==> src/rtl/std_arb_pkg.sv <==
// Shared types and helpers for the std_mem_d1 round-robin arbiter.
package std_arb_pkg;

    typedef enum logic [1:0] {
        IDLE    = 2'd0,
        ACCESS  = 2'd1,
        WAIT_WR = 2'd2,
        RESP    = 2'd3
    } arb_state_e;

    // Index width for n requesters; never below 1 bit.
    function automatic int unsigned clog2_min1(input int unsigned n);
        int unsigned w;
        w = 1;
        while ((32'd1 << w) < n) begin
            w = w + 1;
        end
        return w;
    endfunction

endpackage

==> src/rtl/std_rr_pick.sv <==
// Combinational round-robin selector: first set request after `last`, with wrap.
module std_rr_pick
    import std_arb_pkg::*;
#(
    parameter int unsigned NREQ = 2,
    localparam int unsigned IW = clog2_min1(NREQ)
) (
    input  logic [NREQ-1:0] req,
    input  logic [IW-1:0]   last,
    output logic            valid,
    output logic [IW-1:0]   idx
);

    int unsigned cand;

    always_comb begin
        valid = 1'b0;
        idx   = '0;
        cand  = 0;
        // Offsets 1..NREQ visit every requester once, ending at `last` itself.
        for (int unsigned k = 1; k <= NREQ; k++) begin
            cand = (32'(last) + k) % NREQ;
            if (!valid && req[IW'(cand)]) begin
                valid = 1'b1;
                idx   = IW'(cand);
            end
        end
    end

endmodule

==> src/rtl/std_mem_arbiter.sv <==
// Round-robin arbiter sharing one std_mem_d1 port between NREQ go/done groups.
module std_mem_arbiter
    import std_arb_pkg::*;
#(
    parameter int unsigned WIDTH    = 32,
    parameter int unsigned IDX_SIZE = 4,
    parameter int unsigned NREQ     = 2
) (
    input  logic                     clk,
    input  logic                     reset,
    input  logic [NREQ-1:0]          req_go,
    input  logic [NREQ*IDX_SIZE-1:0] req_addr,
    input  logic [NREQ*WIDTH-1:0]    req_write_data,
    input  logic [NREQ-1:0]          req_write_en,
    output logic [NREQ-1:0]          req_done,
    output logic [WIDTH-1:0]         req_read_data,
    output logic [IDX_SIZE-1:0]      mem_addr0,
    output logic [WIDTH-1:0]         mem_write_data,
    output logic                     mem_write_en,
    input  logic [WIDTH-1:0]         mem_read_data,
    input  logic                     mem_done
);

    localparam int unsigned IW = clog2_min1(NREQ);

    arb_state_e          state_q;
    logic [IW-1:0]       grant_q;
    logic [IW-1:0]       last_q;
    logic                is_wr_q;
    logic [WIDTH-1:0]    rdata_q;

    logic                pick_valid;
    logic [IW-1:0]       pick_idx;
    logic [IDX_SIZE-1:0] sel_addr;
    logic [WIDTH-1:0]    sel_wdata;

    std_rr_pick #(
        .NREQ(NREQ)
    ) u_pick (
        .req  (req_go),
        .last (last_q),
        .valid(pick_valid),
        .idx  (pick_idx)
    );

    always_comb begin
        sel_addr  = '0;
        sel_wdata = '0;
        for (int unsigned i = 0; i < NREQ; i++) begin
            if (grant_q == IW'(i)) begin
                sel_addr  = req_addr[i*IDX_SIZE +: IDX_SIZE];
                sel_wdata = req_write_data[i*WIDTH +: WIDTH];
            end
        end
    end

    always_ff @(posedge clk) begin
        if (reset) begin
            state_q <= IDLE;
            grant_q <= '0;
            last_q  <= IW'(NREQ - 1);
            is_wr_q <= 1'b0;
            rdata_q <= '0;
        end else begin
            case (state_q)
                IDLE: begin
                    if (pick_valid) begin
                        grant_q <= pick_idx;
                        is_wr_q <= req_write_en[pick_idx];
                        state_q <= ACCESS;
                    end
                end
                ACCESS: begin
                    if (is_wr_q) begin
                        state_q <= WAIT_WR;
                    end else begin
                        rdata_q <= mem_read_data;
                        state_q <= RESP;
                    end
                end
                WAIT_WR: begin
                    if (mem_done) begin
                        state_q <= RESP;
                    end
                end
                RESP: begin
                    last_q  <= grant_q;
                    state_q <= IDLE;
                end
                default: state_q <= IDLE;
            endcase
        end
    end

    assign req_read_data = rdata_q;

    // Outputs decode registered state only; write strobe and done are masked during reset.
    always_comb begin
        mem_addr0      = '0;
        mem_write_data = '0;
        mem_write_en   = 1'b0;
        req_done       = '0;
        if (state_q == ACCESS || state_q == WAIT_WR) begin
            mem_addr0 = sel_addr;
        end
        if (state_q == ACCESS && is_wr_q) begin
            mem_write_data = sel_wdata;
            mem_write_en   = ~reset;
        end
        if (state_q == RESP && !reset) begin
            req_done[grant_q] = 1'b1;
        end
    end

endmodule

==> config.mk <==
export PLATFORM = sky130hd
export DESIGN_NAME = std_mem_arbiter
export DESIGN_NICKNAME = d
export VERILOG_FILES = /design/src/rtl/std_arb_pkg.sv /design/src/rtl/std_rr_pick.sv /design/src/rtl/std_mem_arbiter.sv
export SDC_FILE = /design/constraint.sdc
export NUM_CORES = 1
export LEC_CHECK = 0
export CAP_MARGIN = 20
export CORE_UTILIZATION = 28
export CTS_CLUSTER_DIAMETER = 50
export DETAILED_ROUTE_END_ITERATION = 8
export PLACE_DENSITY = 0.76
export RECOVER_POWER = 50
export SYNTH_ARGS = -nofsm -noshare
export SYNTH_HDL_FRONTEND = slang
export SYNTH_SLANG_ARGS = --single-unit
==> constraint.sdc <==
create_clock -name clk -period 1.5 [get_ports clk]
set_clock_uncertainty 0.2 [all_clocks]
set_input_delay 0.3 -clock clk [delete_from_list [all_inputs] [get_ports clk]]
set_output_delay 0.3 -clock clk [all_outputs]
set_load 0.02 [all_outputs]
==> results_dict.tcl <==
set metrics [dict create \
    r2r_cells 7 \
    crit_cells 4 \
    die_w_um 87.2 \
    port_buffers 181 \
    dieArea_um2 7610 \
    fin_crit_sh 1.29 \
    max_cap_violations 0 \
    slowest_delay_ns 0.41 \
    place_ws_ns -0.688 \
    syn_avg_cell_area_um2 7.82 \
    dr.first_iter.drc_count 41 \
    finalSetupViolCount 74 \
    arrival_ns 1.44 \
    wl_per_cell_um 17.5 \
    cts_tree "yes" \
    post-route-min-period_ns 1.94 \
    fill_cells 436 \
    firstDrtPassIters 4 \
    yosysWarnings 0 \
    final_util 0.787 \
    synth_cells 260 \
    clockRootBuffer "clkbuf_8" \
    place_congestion 0.769 \
    grt_pass1_vias 2641 \
    synth_fp_nets 376 \
    ys_types 28 \
    routed_via_density 4.81 \
    finalNonFillerCells 561 \
    nNetsFinal 580 \
    regArea_um2 749 \
    drcViolationCount 0 \
    violations "negative setup slack" \
    clkTransAtPathRegs_ns 0.08 \
    antenna_left 0 \
    antenna_found_initial 0 \
    path_max_fanout 16 \
    worstSkewPairLatency_ns 0.30 \
    worstReg2RegStart "state_q[1]$_SDFFE_PP0P_" \
    crit_buf_inv 2 \
    rrSetupSlack_ns -0.18 \
    final_layout_size_suffix_gt1_frac 0.512 \
    outcome "finished, violations left" \
    dieHeight_um 87.2 \
    placementRows 30 \
    rsz0062_at_grt "true" \
    ios 182 \
    tightestPinTransition_ns 0.339 \
    drv_slew 0 \
    fin_ws_ns -0.438 \
    fp.coreArea_um2 6910 \
    cts.sinks 37 \
    critical_path_required_ns 1.00 \
    dp_hpwl_um 6080 \
    cp-start-kind "flip-flop" \
    gr-total-overflow 0 \
    min_to "req_read_data[4]$_SDFFE_PP0P_" \
    ys_ff_latch 37 \
    power_density_nw_per_um2 1390 \
    cts_buffer_depth 2 \
    syn2layout_area_growth_pct 167 \
    hold_viol_final 0 \
    fmax_mhz 516 \
    dpl-instance-area_um2 4300 \
    multi_input_area_um2 2160 \
    crit_family "flip-flops" \
    cts_inserted_buffers 5 \
    min-delay-path-class "reg2reg" \
    end_kind "output pin" \
    design_area_um2 5440 \
    yosysSeqAreaShare 0.364 \
    hold_depth 2 \
    grt_pass1_wl_um 13400 \
    cts.htree.levels 2 \
    dpl.cell_count 538 \
    path_class "reg2out" \
    synthesis.area_um2 2030 \
    ir_worst_vdd_v 0.000791 \
    grt_max_degree 33 \
    fin_setup_tns_ns -19.45 \
    crit_chain "buf_12 > mux2i_2 > nor2_4 > buf_2" \
    finalWirelength_um 9820 \
    crit_slowest_cell "dfxtp_4" \
    start_util 0.295 \
    grt_usage 0.237 \
    slew_headroom 0.774 \
    cts_hold_buf 0 \
    hp-start "req_read_data[4]$_SDFFE_PP0P_" \
    routed-via-count 2700 \
    antenna-diode-count 0 \
    r2r_end "req_read_data[21]$_SDFFE_PP0P_" \
    leakagePower_nw 2.11 \
]
-- area by class of cell --
| class | count | share of cell area |
|---|---|---|
| clock inverters | 3 | 0.0127 |
| well taps | 96 | 0.0221 |
| flip-flops and latches | 37 | 0.138 |
| clock buffers | 5 | 0.0127 |
| inverters | 4 | 0.00368 |
| multi-input cells | 202 | 0.397 |
| repair buffers | 214 | 0.414 |
-- Yosys cell counts (all sizes together) --
cell	number	area (µm²)
nand2	67	251
nor2	39	146
dfxtp	37	741
mux2i	36	360
a21oi	32	160
buf	14	110
clkbuf	5	18.8
ha	5	62.6
inv	4	15.0
nor2b	4	27.5
nor3b	3	27.5
o21ai	2	10.0
a2111oi	1	15.0
a211o	1	8.76
a32oi	1	8.76
and2b	1	7.51
and3b	1	8.76
and4b	1	10.0
nand2b	1	6.26
nor3	1	5.00
nor4	1	6.26
o31ai	1	7.51
o41ai	1	8.76
or2b	1	11.3
-- worst min-delay path: stages, from the launching register on --
cell,delay [ns]
dfxtp_1,0.32
nand2_1,0.06
a21oi_2,0.04
-- placed cells by master, fill, tap and decap left out, drive strengths merged, types with 2 or more instances in the layout --
master / synthesis / routed
nor2b: 4 / 4
ha: 5 / 5
clkdlybuf4s15: 0 / 17
or2b: 1 / 3
mux2i: 36 / 36
inv: 4 / 5
dlygate4sd2: 0 / 10
bufinv: 0 / 2
nor3b: 3 / 3
nor2: 39 / 39
buf: 14 / 69
dfxtp: 37 / 37
o21ai: 2 / 2
clkbuf: 5 / 12
clkdlybuf4s50: 0 / 110
nand2: 67 / 67
a21oi: 32 / 32
-- repair_timing --
item	4_1_cts	5_1_grt
buffers inserted	6	5
gates resized for setup	320	155
pin swaps	12	51
gates cloned	4	4
setup endpoints to repair	106	94
-- routing by layer --
metal,global-route usage,up-vias,wire length (µm)
met1,0.237,1274,3380
li1,-,1275,-
met5,0,-,0
met3,0.0938,24,917
met4,0.0805,0,286
met2,0.442,127,5240
-- logic make-up (layout without fill, tap and decap cells) --
| kind of cell | count (synthesis) | in the layout | share of synthesized area |
|---|---|---|---|
| AO/OA/AOI/OAI | 39 | 39 | 0.108 |
| buffers and inverters | 23 | 226 | 0.0707 |
| adder cells (fa/ha/maj) | 5 | 5 | 0.0308 |
| multiplexers | 36 | 36 | 0.177 |
| flip-flops | 37 | 37 | 0.364 |
| AND/OR/NAND/NOR | 120 | 122 | 0.250 |
-- report_power, final --
part / switching [mW] / internal, mW
clock: 0.389 / 0.670
sequential: 0.156 / 1.24
combinational: 2.58 / 2.53
-- flip-flops by register name, indices dropped and copies added (netlist names) --
name / flops
req_read_data: 32
is_wr_q: 1
grant_q: 1
last_q: 1
state_q: 2
-- stage by stage --
| step | power (mW) | hold slack, ns |
|---|---|---|
| finish | 7.57 | 0.261 |
| global route | 7.95 | 0.273 |
| CTS | 6.50 | 0.256 |
| detailed placement | 4.78 | 0.247 |
| global placement | 4.71 | 0.241 |
| floorplan | 3.40 | 0.176 |
-- how the worst max path moves through the flow --
| stage | slack, ns | startpoint | end |
|---|---|---|---|
| floorplan | -0.08 | state_q[1]$_SDFFE_PP0P_ | state_q[0]$_SDFFE_PP0P_ |
| global placement | -0.69 | reset | mem_write_en |
| detailed placement | -0.69 | reset | mem_write_en |
| CTS | -0.45 | grant_q$_SDFFE_PP0P_ | mem_write_data[9] |
| global route | -0.50 | grant_q$_SDFFE_PP0P_ | mem_write_data[6] |
| finish | -0.44 | grant_q$_SDFFE_PP0P_ | mem_write_data[6] |
Power figures use the tool's default switching activity.
